## src/rtl/fir_pkg.sv

```systemverilog
// Shared widths, FSM state type, PIO response layout and the Q1.15 coefficient ROM
// for the PIO-driven FIR sequencer.
package fir_pkg;

  localparam int SAMPLE_W = 16;
  localparam int ACC_W    = 36;
  localparam int CNT_W    = 13;
  localparam int PIO_W    = 31;
  localparam int PROD_W   = 2 * SAMPLE_W;
  localparam int MAX_TAPS = 16;
  localparam int TAP_W    = 4;

  // Bit positions inside the processor request word.
  localparam int REQ_TGL  = 30;
  localparam int REQ_CLR  = 29;

  typedef enum logic [2:0] {
    IDLE,
    SHIFT,
    MAC,
    ROUND,
    DONE
  } state_t;

  // Field order matches the pio_rsp word from bit 30 down to bit 0.
  typedef struct packed {
    logic                ack;
    logic                ovr;
    logic [CNT_W-1:0]    cnt;
    logic [SAMPLE_W-1:0] res;
  } rsp_t;

  // Taps 0..7 stay at or below 0.5 so a full-scale impulse reproduces them exactly.
  localparam logic signed [SAMPLE_W-1:0] COEF [0:MAX_TAPS-1] = '{
    16'sd2048,  16'sd4096,  16'sd8192,  16'sd16384,
    16'sd16384, 16'sd8192,  16'sd4096,  16'sd2048,
    16'sd1024,  -16'sd512,  -16'sd1024, 16'sd512,
    16'sd256,   -16'sd256,  16'sd128,   -16'sd128
  };

endpackage

```

## src/rtl/fir_mac_datapath.sv

```systemverilog
// Delay line, one shared multiplier, 36-bit accumulator and round/reduce stage.
// FIR_SATURATE_EN clamps the rounded result to 16 bits; otherwise the low 16 bits are kept.
module fir_mac_datapath
  import fir_pkg::*;
#(
  parameter int N_TAPS    = 8,
  parameter int COEF_FRAC = 15
) (
  input  logic                       clk,
  input  logic                       rst,
  input  logic signed [SAMPLE_W-1:0] sample,
  input  logic                       shift,
  input  logic                       clear,
  input  logic                       acc_en,
  input  logic                       round_en,
  input  logic [TAP_W-1:0]           tap,
  output logic signed [SAMPLE_W-1:0] result
);

  localparam logic signed [ACC_W-1:0] RND = ACC_W'(1) << (COEF_FRAC - 1);

  logic signed [SAMPLE_W-1:0] delay [0:MAX_TAPS-1];
  logic signed [PROD_W-1:0]   tap_x;
  logic signed [PROD_W-1:0]   coef_x;
  logic signed [PROD_W-1:0]   prod;
  logic signed [ACC_W-1:0]    acc;
  logic signed [ACC_W-1:0]    rounded;
  logic signed [SAMPLE_W-1:0] reduced;

  // Slots at or above N_TAPS are never written and read back as zero.
  always_ff @(posedge clk or posedge rst) begin
    if (rst) begin
      for (int i = 0; i < MAX_TAPS; i++) delay[i] <= '0;
    end else if (shift) begin
      delay[0] <= sample;
      for (int i = 1; i < N_TAPS; i++) delay[i] <= delay[i-1];
    end
  end

  assign tap_x  = PROD_W'(delay[tap]);
  assign coef_x = PROD_W'(COEF[tap]);
  assign prod   = tap_x * coef_x;

  always_ff @(posedge clk or posedge rst) begin
    if (rst) begin
      acc <= '0;
    end else if (clear) begin
      acc <= '0;
    end else if (acc_en) begin
      acc <= acc + ACC_W'(prod);
    end
  end

  assign rounded = (acc + RND) >>> COEF_FRAC;

`ifdef FIR_SATURATE_EN
  localparam logic signed [ACC_W-1:0] SAT_MAX = 36'sd32767;
  localparam logic signed [ACC_W-1:0] SAT_MIN = -36'sd32768;

  always_comb begin
    reduced = rounded[SAMPLE_W-1:0];
    if (rounded > SAT_MAX) begin
      reduced = {1'b0, {(SAMPLE_W-1){1'b1}}};
    end else if (rounded < SAT_MIN) begin
      reduced = {1'b1, {(SAMPLE_W-1){1'b0}}};
    end
  end
`else
  logic unused_hi;

  assign reduced   = rounded[SAMPLE_W-1:0];
  assign unused_hi = ^rounded[ACC_W-1:SAMPLE_W];
`endif

  always_ff @(posedge clk or posedge rst) begin
    if (rst) begin
      result <= '0;
    end else if (round_en) begin
      result <= reduced;
    end
  end

endmodule

```

## src/rtl/fir_pio_sequencer.sv

```systemverilog
// Toggle-handshake PIO front end for a time-multiplexed FIR; ack lands N_TAPS+3 cycles after detection.
// Define FIR_SATURATE_EN to clamp results instead of wrapping them to 16 bits.
module fir_pio_sequencer
  import fir_pkg::*;
#(
  parameter int N_TAPS    = 8,
  parameter int COEF_FRAC = 15
) (
  input  logic             clk_clk,
  input  logic             reset_reset,
  input  logic [PIO_W-1:0] pio_req,
  output logic [PIO_W-1:0] pio_rsp,
  output logic             busy
);

  localparam logic [TAP_W-1:0] LAST_TAP = TAP_W'(N_TAPS - 1);

  state_t                     state;
  state_t                     state_nxt;
  logic                       req_q;
  logic                       req_seen;
  logic signed [SAMPLE_W-1:0] sample_q;
  logic [TAP_W-1:0]           tap;
  rsp_t                       rsp_q;
  logic signed [SAMPLE_W-1:0] dp_result;
  logic                       dp_shift;
  logic                       dp_clear;
  logic                       dp_acc;
  logic                       dp_round;
  logic                       unused_req;

  assign req_seen   = pio_req[REQ_TGL] ^ req_q;
  assign unused_req = ^pio_req[28:16];

  always_ff @(posedge clk_clk or posedge reset_reset) begin
    if (reset_reset) begin
      state <= IDLE;
    end else begin
      state <= state_nxt;
    end
  end

  always_comb begin
    state_nxt = state;
    dp_shift  = 1'b0;
    dp_clear  = 1'b0;
    dp_acc    = 1'b0;
    dp_round  = 1'b0;
    unique case (state)
      IDLE: begin
        if (req_seen) state_nxt = SHIFT;
      end
      SHIFT: begin
        dp_shift  = 1'b1;
        dp_clear  = 1'b1;
        state_nxt = MAC;
      end
      MAC: begin
        dp_acc = 1'b1;
        if (tap == LAST_TAP) state_nxt = ROUND;
      end
      ROUND: begin
        dp_round  = 1'b1;
        state_nxt = DONE;
      end
      DONE: begin
        state_nxt = IDLE;
      end
      default: begin
        state_nxt = IDLE;
      end
    endcase
  end

  // A toggle seen outside IDLE is dropped and flagged; a same-cycle clear loses to it.
  always_ff @(posedge clk_clk or posedge reset_reset) begin
    if (reset_reset) begin
      req_q    <= 1'b0;
      sample_q <= '0;
      tap      <= '0;
      rsp_q    <= '0;
    end else begin
      req_q <= pio_req[REQ_TGL];
      if (state == IDLE && req_seen) sample_q <= pio_req[SAMPLE_W-1:0];

      if (dp_shift) begin
        tap <= '0;
      end else if (dp_acc) begin
        tap <= tap + TAP_W'(1);
      end

      if (req_seen && state != IDLE) begin
        rsp_q.ovr <= 1'b1;
      end else if (pio_req[REQ_CLR]) begin
        rsp_q.ovr <= 1'b0;
      end

      if (state == DONE) begin
        rsp_q.ack <= req_q;
        rsp_q.cnt <= rsp_q.cnt + CNT_W'(1);
        rsp_q.res <= dp_result;
      end
    end
  end

  assign pio_rsp = rsp_q;
  assign busy    = (state != IDLE);

  fir_mac_datapath #(
    .N_TAPS    (N_TAPS),
    .COEF_FRAC (COEF_FRAC)
  ) u_datapath (
    .clk      (clk_clk),
    .rst      (reset_reset),
    .sample   (sample_q),
    .shift    (dp_shift),
    .clear    (dp_clear),
    .acc_en   (dp_acc),
    .round_en (dp_round),
    .tap      (tap),
    .result   (dp_result)
  );

  tap_in_range: assert property (
    @(posedge clk_clk) disable iff (reset_reset) (state == MAC) |-> (tap <= LAST_TAP)
  );

endmodule

```

## config.mk

```make
export PLATFORM = sky130hd
export DESIGN_NAME = fir_pio_sequencer
export DESIGN_NICKNAME = d
export VERILOG_FILES = /design/src/rtl/fir_pkg.sv /design/src/rtl/fir_mac_datapath.sv /design/src/rtl/fir_pio_sequencer.sv
export SDC_FILE = /design/constraint.sdc
export NUM_CORES = 1
export LEC_CHECK = 0
export ABC_AREA = 1
export CAP_MARGIN = 20
export CELL_PAD_IN_SITES_DETAIL_PLACEMENT = 1
export CELL_PAD_IN_SITES_GLOBAL_PLACEMENT = 2
export CORE_MARGIN = 4
export CORE_UTILIZATION = 39
export DETAILED_ROUTE_END_ITERATION = 7
export HOLD_SLACK_MARGIN = 0.05
export PLACE_DENSITY = 0.79
export SETUP_SLACK_MARGIN = 0.02
export SKIP_CTS_REPAIR_TIMING = 1
export SLEW_MARGIN = 10
export SYNTH_ARGS = -nofsm -noshare
export SYNTH_HDL_FRONTEND = slang
export SYNTH_SLANG_ARGS = --single-unit
```

## constraint.sdc

```tcl
create_clock -name clk_clk -period 10.61 [get_ports clk_clk]
set_input_delay 2.122 -clock clk_clk [delete_from_list [all_inputs] [get_ports clk_clk]]
set_output_delay 2.122 -clock clk_clk [all_outputs]
set_load 0.01 [all_outputs]
```

Yosys cells after proc, flatten, opt, wreduce, memory -nomap -nowiden
Memory sizes are Yosys's and may differ from the RTL's.
Index checks and enable logic that the tools add are counted.
- add/subtract/negate cells: 4
- multiply operators: 1
- order comparisons: 1
- equality and inequality tests: 7
- muxes and demuxes: 17
- bitwise logic cells: 2
- reduce and logical (&&, ||, !) cells: 7
- operators with widths (kind ; number):
    two-way mux 36 bit ; 2
    binary-select mux 16 bit (select 4 bit) ; 1
    two-way mux 16 bit ; 4
    adder 36 x 32 -> 36 bit ; 1
    multiplier 16 x 16 -> 32 bit ; 1
    adder 31 x 16 -> 31 bit (second input constant) ; 1
    adder 13 x 1 -> 13 bit (second input constant) ; 1
    case mux 3 bit (4 select lines) ; 1
    two-way mux 4 bit ; 2
    == test 3 x 2 -> 1 bit (second input constant) ; 2
    two-way mux 3 bit ; 2
    >= comparator 5 bit (second input constant) ; 1
    two-way mux 1 bit ; 5
    NOT 4 -> 5 bit ; 1
    adder 4 x 1 -> 4 bit (second input constant) ; 1
    == test 4 x 3 -> 1 bit (second input constant) ; 1
    != test 2 bit (second input constant) ; 2
    nonzero test 2 bit ; 2
    == test 3 x 1 -> 1 bit (second input constant) ; 1
    == test 3 bit (second input constant) ; 1
    zero test 3 bit ; 1
    nonzero test 3 bit ; 1
    logical AND 1 bit ; 2
    AND reduction 2 bit ; 1
    bitwise XOR 1 bit ; 1
- register bits: 235
- ROM bits: 256
- input bits: 33
- output and inout port bits: 32
- logic and storage cells: 58
- memories kept: 1
- memory list (memory ; depth ; bits a word ; rd ports ; clocked after memory_dff ; wr ports ; RTL line ; RTL):
    (no name shown) ; 16 ; 16 ; 1 ; 0 ; 0 ; fir_mac_datapath.sv:41 ; assign coef_x = PROD_W'(COEF[tap]);

Logic depth before layout (Yosys ltp)
- word-level depth: 8
- gate-level depth with buffers: 36
- depth with buffers taken out: 34

Modules after synthesis
A second synthesis with hierarchy kept.
- cell total of the unflattened synthesis: 1829
- area total of the unflattened synthesis: 15538.7 sq um
- by module, submodules not included (module ; instances ; cells an instance ; area each (sq um) ; seq. area each (sq um)):
    fir_mac_datapath ; 1 ; 1542 ; 13140.1 ; 4204.0
    fir_pio_sequencer ; 1 ; 287 ; 2398.6 ; 1376.3

Worst setup path before layout
OpenSTA, ideal clock, no wires.
- path kind: flip-flop to flip-flop
- start point: register tap[1]
- end point: register u_datapath.acc[24]
- setup time: 83 ps
- data arrival time: 6299 ps
- required time: 10527 ps
- slack: 4228 ps
- stages on the path, launching flop included: 29
- path buffers: 3
- clock period less this slack: 6382 ps
- cells stage by stage: dfrtp_1 clkbuf_1 inv_1 buf_1 ha_1 inv_1 o21a_2 nand2_4 nand2_1 buf_1 nor2_1 fa_1 fa_1 fa_1 fa_1 fa_1 fa_1 ha_1 nand2_1 inv_1 a21oi_1 nand3_1 nand2_1 nand2_1 nand2_1 nand2_1 nand2_1 nand2_1 o21ai_0
- longest elaborated chain between the ends: 8
- ends and longest elaborated chain (what ; RTL line ; RTL):
    start, declared ; fir_pio_sequencer.sv:23 ; logic [TAP_W-1:0] tap;
    start signal, assigned ; fir_pio_sequencer.sv:89 ; tap <= tap + TAP_W'(1);
    NOT 4 -> 5 bit (not written as such) (*) ; fir_mac_datapath.sv:40, fir_mac_datapath.sv:41 ;
    memory read (16 x 16 bit) or binary-select mux 16 bit (select 4 bit) (tied branches) ; - ;
    two-way mux 16 bit, on equally long branches (2 in series) ; fir_mac_datapath.sv:41, fir_mac_datapath.sv:40 ;
    multiplier 16 x 16 -> 32 bit (*) ; fir_mac_datapath.sv:42 ; assign prod = tap_x * coef_x;
    adder 36 x 32 -> 36 bit (*) ; fir_mac_datapath.sv:50 ; acc <= acc + ACC_W'(prod);
    two-way mux 36 bit (*) ; fir_mac_datapath.sv:49 ; end else if (acc_en) begin
    two-way mux 36 bit (*) ; fir_mac_datapath.sv:47 ; end else if (clear) begin
    end signal, assigned ; fir_mac_datapath.sv:50 ;
    end, declared ; fir_mac_datapath.sv:26 ; logic signed [ACC_W-1:0] acc;
Mark *: on every way between the ends. The rest lies on a longest branch, timed or not. The select of a mux whose other input is x is not followed.
A chain may end at the register's enable or synchronous reset.

Final worst setup path
Ends and elaborated chain as after synthesis.

==> impl_metrics.csv <==
group,metric,value,unit
final_layout,final_common_cell,"nand2_1",
final_layout,drive_gt1_share,5.97,%
critical_path,r2r_start,"tap[1]$_DFFE_PP0P_",
timing,fmax,137,MHz
flow_run,max_cap_viol_count,0,
detailed_routing,routed_wl,37100,um
detailed_routing,antenna_left,0,
clock_tree,cts_sinks,223,
grt,grt_pass1_vias,12700,
hold_path,hold_path_end,"pio_rsp[14]$_DFFE_PP0N_",
die,die_height,206,um
final_layout,mostFrequentLayoutCells,"319 x nand2_1, 277 x inv_1, 221 x o21ai_0, 221 x dfrtp_1, 159 x nor2_1",
detailed_routing,dr.first_iter.drc_count,555,
clock_tree,ctsLongestPathBuffers,3,
die,dieArea,42400,um2
die,fp.dieW,206,um
hold_path,holdPathStages,2,
detailed_routing,wirelength_met1,16800,um
placed_design,place_congestion,0.840,
synth,synth_top_area_cell,"dfrtp_1",
synth,post-synth-top-area-fraction,36.5,%
placed_design,post-dp-hpwl,27600,um
die,placementRows,72,
critical_path,worstPathArrival,7.79,ns
critical_path,crit_path_frequent_cell,"nand2_1",
timing,finalSetupViolCount,0,
detailed_routing,highest_layer,"met4",
critical_path,r2r-end,"u_datapath.acc[24]$_DFFE_PP0P_",
synth,yosys_warnings,128,
placed_design,numPortBuffers,51,
critical_path,crit_required,11.09,ns
timing,tns,0,ns
grt,grt_pass1_wl,63700,um
detailed_routing,drt-wirelength-per-cell,15.5,um
detailed_routing,drc,0,
critical_path,reg2reg_setup_slack,3.30,ns
clock_tree,h-tree-depth,1,
critical_path,critPathMaxFanout,17,
synth,synth_ff_type,"dfrtp_1",
placed_design,dpl_cell_area,16500,um2
synth,ys_types,46,
final_layout,nNetsFinal,2091,
clock_tree,cts_root_buf,"clkbuf_16",
die,core,38700,um2
grt,grt_overflow,0,
synth,ys_async_sr_fraction,100,%
detailed_routing,vias,11600,
final_layout,antenna_cells,0,
timing,rsz0062_at_grt,"false",
detailed_routing,drt_pass1_iterations,4,
timing,worstMarginPinSlew,0.900,ns
synth,ys_seq_area_share,36.5,%
critical_path,cp-start-kind,"flip-flop",
final_layout,final_cell_area,17400,um2
die,io_pins,65,
critical_path,r2r_cells,29,
synth,ys_top_cells_by_area,"dfrtp_1 37%, fa_1 18%, nand2_1 7.8%",
detailed_routing,avgViaCountPerCell,4.83,
clock_tree,cts_tree,"yes",
die,initial_core_util,39.5,%
critical_path,slowest_delay,0.55,ns
synth,syn_avg_cell_area,8.65,um2
clock_tree,clk_latency,0.57,ns
grt,grt_max_degree,104,
timing,fin_crit,7.31,ns
final_layout,area_growth_syn_to_layout,13.6,%
hold_path,min_from,"pio_rsp[14]$_DFFE_PP0N_",
timing,max_slew_margin,40.0,%
grt,antenna_found_initial,0,
synth,synth-seq-cells,223,
critical_path,worstSetupEndpointType,"flip-flop",
detailed_routing,met2_length,18600,um
clock_tree,cts_buffers,27,
run_status,status,"complete, no violations",
synth,synth_edf_count,0,
detailed_routing,route.met3.wl,833,um
grt,grt_usage,18.2,%
timing,drv_slew,0,
critical_path,worstSetupPathType,"flip-flop to flip-flop",
clock_tree,clk_pin_slew,0.06,ns
critical_path,crit_slowest_cell,"fa_1",
final_layout,n_fill_cell,4648,
timing,clock_skew,0.0175,ns
timing,fin_crit_sh,68.9,%
final_layout,multi_input_area,8590,um2
final_layout,regArea,5580,um2
hold_path,hold_path_class,"flip-flop to flip-flop",
timing,hold_viol_final,0,
synth,syn_inst,1766,
synth,synthesis.area,15300,um2
-- per-stage QoR --
step                hold slack (ns)  setup WS, ns  utilization, %  instances
finish                        0.473          3.30            44.8       2393
global route                  0.490          2.72            44.8       2393
CTS                           0.478          3.21            44.8       2393
detailed placement            0.465          3.22            42.6       2344
global placement              0.456          3.36            42.6       2344
floorplan                     0.448          2.38               -       1833
-- layout make-up --
type                       instances  share of cell area, %
clock buffer                      42                   4.56
tap                              518                   3.73
clock inverter                     7                  0.497
sequential                       223                   32.1
multi-input combinational       1256                   49.4
inverter                         286                   6.25
timing repair buffer              61                   3.37
-- logic make-up (layout without fill, tap and decap cells) --
| logic type | after synthesis | after routing | synth area share, % |
|---|---|---|---|
| simple gates | 561 | 561 | 15.3 |
| other cells | 2 | 69 | 0.0491 |
| buf+inv | 354 | 396 | 9.05 |
| fa+ha+maj | 203 | 203 | 23.2 |
| compound gates | 377 | 377 | 12.9 |
| flops | 223 | 223 | 36.5 |
| xor+xnor | 26 | 26 | 1.49 |
| mux | 20 | 20 | 1.47 |
-- registers in the layout (all words and copies together) (netlist names) --
name               flops
u_datapath.delay     128
pio_rsp               31
u_datapath.acc        24
u_datapath.result     16
state                  3
req_q                  1
tap                    4
sample_q              16
-- routing by layer --
layer | GRT usage (%) | up-vias
li1 | - | 5675
met1 | 23.9 | 5719
met2 | 32.8 | 104
met3 | 2.06 | 52
met4 | 3.71 | 0
met5 | 0 | -
-- worst max-delay path: cells and delay by family, from the launching register on --
| kind | cells | cell delay [ns] |
|---|---|---|
| AO/OA/AOI/OAI | 4 | 0.90 |
| buffers and inverters | 6 | 0.88 |
| adder cells (fa/ha/maj) | 8 | 3.61 |
| AND/OR/NAND/NOR | 11 | 1.41 |
| flip-flops | 1 | 0.40 |
-- cell usage after synthesis, types with 6 or more instances --
master / count
mux2_2: 20
inv_2: 7
fa_1: 135
a21oi_1: 122
o21ai_0: 221
inv_1: 278
xor2_1: 16
xnor2_1: 10
nand2_1: 319
o21ai_1: 7
nor2_2: 6
dfrtp_1: 223
buf_2: 27
nor2_1: 159
o22ai_1: 8
clkbuf_1: 34
ha_1: 68
nand3_1: 37
nand4_1: 6
-- worst max-delay path by stage --
stage                       start                        endpoint  slack (ns)  cells past startpoint
3_5_place_dp   tap[1]$_DFFE_PP0P_  u_datapath.acc[24]$_DFFE_PP0P_        3.22                     29
5_1_grt        tap[1]$_DFFE_PP0P_  u_datapath.acc[24]$_DFFE_PP0P_        2.72                     29
3_3_place_gp   tap[1]$_DFFE_PP0P_  u_datapath.acc[24]$_DFFE_PP0P_        3.36                     29
2_1_floorplan         reset_reset          pio_rsp[0]$_DFFE_PP0N_        2.38                      1
4_1_cts        tap[1]$_DFFE_PP0P_  u_datapath.acc[24]$_DFFE_PP0P_        3.21                     29
6_report       tap[1]$_DFFE_PP0P_  u_datapath.acc[24]$_DFFE_PP0P_        3.30                     29
Power is left out: the tool's default activity adds up to more than one toggle a clock period on the data nets, which glitch-free logic cannot reach.
==> edit 1, RTL diff (same flow settings) <==
Encoding of `state_t`: now Gray code (3 bits for 5 states).
--- a/src/rtl/fir_pkg.sv
+++ b/src/rtl/fir_pkg.sv
@@ -15,11 +15,11 @@
   localparam int REQ_CLR  = 29;
 
   typedef enum logic [2:0] {
-    IDLE,
-    SHIFT,
-    MAC,
-    ROUND,
-    DONE
+    IDLE  = 3'b000,
+    SHIFT = 3'b001,
+    MAC   = 3'b011,
+    ROUND = 3'b010,
+    DONE  = 3'b110
   } state_t;
 
   // Field order matches the pio_rsp word from bit 30 down to bit 0.
Check against the original RTL: no difference found for any inputs over 10 cycles, from zero or initial values and one cycle with reset_reset high; not proved beyond that.
==> edit 1 against the unedited design <==
  * Setup slack better by 120 ps
  * Critical endpoint is now u_datapath.acc[26]
  * Die area is 0.22% higher
  * Critical path type unchanged
  * Sequential cell count stayed put
  * Wire length is 6.1% higher
  * Utilization is 0.15 points higher
  * Area after synthesis is 0.23% higher
  * Final area is 0.33% higher
Power is left out: the tool's default activity adds up to more than one toggle a clock period on the data nets, which glitch-free logic cannot reach.
==> edit 1: results (changes against the unedited design) <==
| Metric | Value |
|---|---|
| Max reg flops | 128 (unchanged) |
| Wire length on met2 | 19000 µm (was 18600 µm) |
| Global-route wire length before repair | 66900 µm (was 63700 µm) |
| Terminus of the critical flop-to-flop path | u_datapath.acc[26] (was u_datapath.acc[24]) |
| Kind of start point of the critical path | flip-flop (unchanged) |
| Tot GR Track Use | 0.194 (was 0.182) |
| Highest routed metal layer | met4 (unchanged) |
| Worst Hold Path EP | u_datapath.delay[243] (was pio_rsp[14]) |
| Layout net count | 2115 (was 2091) |
| Global routing usage on met1 | 0.262 (was 0.239) |
| Leading register cell type out of synthesis | dfrtp_1 (unchanged) |
| Port Buffer Count | 51 (unchanged) |
| Setup WS pre-CTS | 3320 ps (was 3220 ps) |
| Post-route met1 wirelength | 17900 µm (was 16800 µm) |
| Fraction of synthesis flops using an asynchronous set or reset pin | 1.00 (unchanged) |
| Crit-path max FO | 31 (was 17) |
| Register with the highest flop count | u_datapath.delay (unchanged) |
| Fill cells | 4608 (was 4648) |
| Diode insertion count for antenna repair | 0 (unchanged) |
| Via count of the first global-routing pass | 12800 (was 12700) |
| Critical path arrival | 7580 ps (was 7790 ps) |
| Detail Placement HPWL | 28900 µm (was 27600 µm) |
| Register area share after synthesis | 0.364 (was 0.365) |
| Critical Path Sink Type | flip-flop (unchanged) |
| Insertion delay to the later sink of the worst-skew pair | 540 ps (was 570 ps) |
| Largest stage delay on the critical path | 580 ps (was 550 ps) |
| Distinct cell type count of the synthesized netlist | 48 (was 46) |
| Result of the run | completed (unchanged) |
| Hold path cells | 2 (unchanged) |
| Average vias per placed instance | 4.90 (was 4.83) |
| Fraction of final layout cells with drive strength greater than 1 | 0.0632 (was 0.0597) |
| Largest buffer count on any clock path | 3 (unchanged) |
| Detailed-route wire length per cell | 16.3 µm (was 15.5 µm) |
| Met2 GRT Util | 0.334 (was 0.328) |
| Post-Route Skew | 7.01 ps (was 17.5 ps) |
| Worst min-delay path startpoint | sample_q[3] (was pio_rsp[14]) |
| Worst reg-to-reg path cell count | 25 (was 29) |
| Slew margin rel. | 0.355 (was 0.400) |
| GR Util met3 | 0.0220 (was 0.0206) |
| Top cells by instance count after synthesis | 459 x nand2_1, 257 x inv_1, 223 x dfrtp_1 (was 319 x nand2_1, 278 x inv_1, 223 x dfrtp_1) |
| Flop-to-flop setup slack | 3420 ps (was 3300 ps) |
| Family with the most delay on the worst path | adder cells (unchanged) |
| Number of design-rule violations left by the first detailed-router iteration | 607 (was 555) |
| Total met3 wirelength after detailed routing | 1280 µm (was 833 µm) |
| Maximum number of pins on one net before global-route repair | 89 (was 104) |
| Area contributors post-synth | dfrtp_1 36%, fa_1 18%, nand2_1 11%, o21ai_0 7.1%, inv_1 6.3% (was dfrtp_1 37%, fa_1 18%, nand2_1 7.8%, o21ai_0 7.2%, inv_1 6.8%) |
| Routability congestion estimate | 0.841 (was 0.840) |
| Antenna violations before repair | 0 (unchanged) |
| Minimum setup slack in the final design | 3420 ps (was 3300 ps) |
| Hold_ws | 466 ps (was 473 ps) |
[edit 1: cell types whose count changed in the layout (fill, tap and decap cells not counted), sizes merged, moves of 4 or more]
cell	delta
a21oi	-33
inv	-22
clkbuf	-5
mux2	-4
nand3	-5
nor2	-57
nand4	+7
nand2	+138
nor3	+5
[edit 1: stage by stage]
stage | cells | instance area [µm²]
floorplan | 1855 | 15600
global placement | 2368 | 16500
detailed placement | 2368 | 16500
CTS | 2416 | 17400
global route | 2416 | 17400
finish | 2416 | 17400
[edit 1: layout make-up]
cell class	count	area share
inverters	266	0.0580
flip-flops and latches	223	0.320
clock inverters	11	0.00761
multi-input cells	1299	0.499
repair buffers	62	0.0340
well taps	518	0.0372
clock buffers	37	0.0438
[edit 1: logic make-up after synthesis]
logic type / synth area share
buffers and inverters: 0.0851
muxes: 0.0118
xor gates and xnor gates: 0.0154
AOI/OAI and AO/OA: 0.116
DFF: 0.364
and+or+nand+nor: 0.175
other: 0.000490
adders and majority gates: 0.232
==> edit 2, RTL diff (same settings) <==
Without the edit above. `COEF_FRAC` is set to 15 in 2 places; all go to 8.
--- a/src/rtl/fir_mac_datapath.sv
+++ b/src/rtl/fir_mac_datapath.sv
@@ -4,7 +4,7 @@
   import fir_pkg::*;
 #(
   parameter int N_TAPS    = 8,
-  parameter int COEF_FRAC = 15
+  parameter int COEF_FRAC = 8
 ) (
   input  logic                       clk,
   input  logic                       rst,
--- a/src/rtl/fir_pio_sequencer.sv
+++ b/src/rtl/fir_pio_sequencer.sv
@@ -4,7 +4,7 @@
   import fir_pkg::*;
 #(
   parameter int N_TAPS    = 8,
-  parameter int COEF_FRAC = 15
+  parameter int COEF_FRAC = 8
 ) (
   input  logic             clk_clk,
   input  logic             reset_reset,
Function: same outputs for any inputs over 10 cycles, from zero or initial values and one cycle with reset_reset high; that may be too few to reach the edited logic, so the function may still have changed.
==> edit 2 against the unedited design <==
  * Via count down 21%
  * Highest routed layer unchanged
  * Sequential cell count down 34
  * Area after synthesis down 20%
  * Wire length fell by 22%
  * Final area is 21% lower
  * Count of clock-buffer cells in the layout decreased by 23
  * Setup slack got worse by 350 ps
Power is not shown: default switching activity piles up to over one toggle a cycle in this logic, so the estimate is an artifact.
==> edit 2: results (changes against the unedited design) <==
| Metric | Value |
|---|---|
| Result of the run | completed (unchanged) |
| Global routing usage on met1 | 0.247 (was 0.239) |
| Average vias per placed instance | 4.87 (was 4.83) |
| Via count of the first global-routing pass | 9879 (was 12700) |
| Largest stage delay on the critical path | 630 ps (was 550 ps) |
| Max reg flops | 104 (was 128) |
| Crit-path max FO | 39 (was 17) |
| Worst Max-Slew Pin Slew | 937 ps (was 900 ps) |
| GR Util met3 | 0.0286 (was 0.0206) |
| Multiplexer fraction of the synthesized cell area | 0.0185 (was 0.0147) |
| Tot GR Track Use | 0.183 (was 0.182) |
| Worst Hold Path EP | u_datapath.delay[134] (was pio_rsp[14]) |
| Total clock buffers created by CTS | 17 (was 27) |
| Sum of routed wire length over all layers | 29100 µm (was 37100 µm) |
| Post-Route Skew | 17.1 ps (was 17.5 ps) |
| Number of design-rule violations left by the first detailed-router iteration | 310 (was 555) |
| Post-synthesis adder-cell area fraction | 0.199 (was 0.232) |
| Critical path arrival | 7970 ps (was 7790 ps) |
| Synth Area in Compound Gates | 0.109 (was 0.129) |
| Met2 GRT Util | 0.314 (was 0.328) |
| Maximum number of pins on one net before global-route repair | 118 (was 104) |
| Timing endpoint of the critical path | u_datapath.acc[21] (was u_datapath.acc[24]) |
| Detail Placement HPWL | 20800 µm (was 27600 µm) |
| Distinct cell type count of the synthesized netlist | 49 (was 46) |
| Fraction of final layout cells with drive strength greater than 1 | 0.0679 (was 0.0597) |
| Insertion delay to the later sink of the worst-skew pair | 440 ps (was 570 ps) |
| Global-route wire length before repair | 50600 µm (was 63700 µm) |
| Xor/xnor share of the synthesized area | 0.0187 (was 0.0149) |
| Port Buffer Count | 48 (was 51) |
| Register area share after synthesis | 0.389 (was 0.365) |
| Area contributors post-synth | dfrtp_1 39%, fa_1 14%, nand2_1 11%, o21ai_0 7.0%, inv_1 6.3% (was dfrtp_1 37%, fa_1 18%, nand2_1 7.8%, o21ai_0 7.2%, inv_1 6.8%) |
-- edit 2: layout make-up --
class	instances	area share
Clock buffer	19	0.0323
Clock inverter	11	0.00866
Inverter	220	0.0616
Multi-Input combinational cell	990	0.476
Sequential cell	189	0.345
Tap cell	396	0.0361
Timing Repair Buffer	58	0.0405
-- edit 2: metrics by stage --
stage | hold WS [ps] | area (µm²) | cells | utilization
after floorplan | 443 | 12400 | 1458 | -
after global placement | 457 | 13200 | 1853 | 0.429
after detailed placement | 461 | 13200 | 1853 | 0.429
after CTS | 484 | 13700 | 1883 | 0.447
after global routing | 510 | 13700 | 1883 | 0.447
final | 479 | 13700 | 1883 | 0.447
-- edit 2: worst register-to-register path, delay by kind of cell, from the launching register on --
kind,cells,cell delay [ps]
compound gates,7,850
flops,1,320
fa+ha+maj,8,3540
buf+inv,8,1640
simple gates,6,1180
-- edit 2: metal layers --
layer,vias to the layer above,wire (µm)
li1,4477,-
met1,4598,13600
met2,78,14400
met3,20,685
met4,0,399
met5,-,0
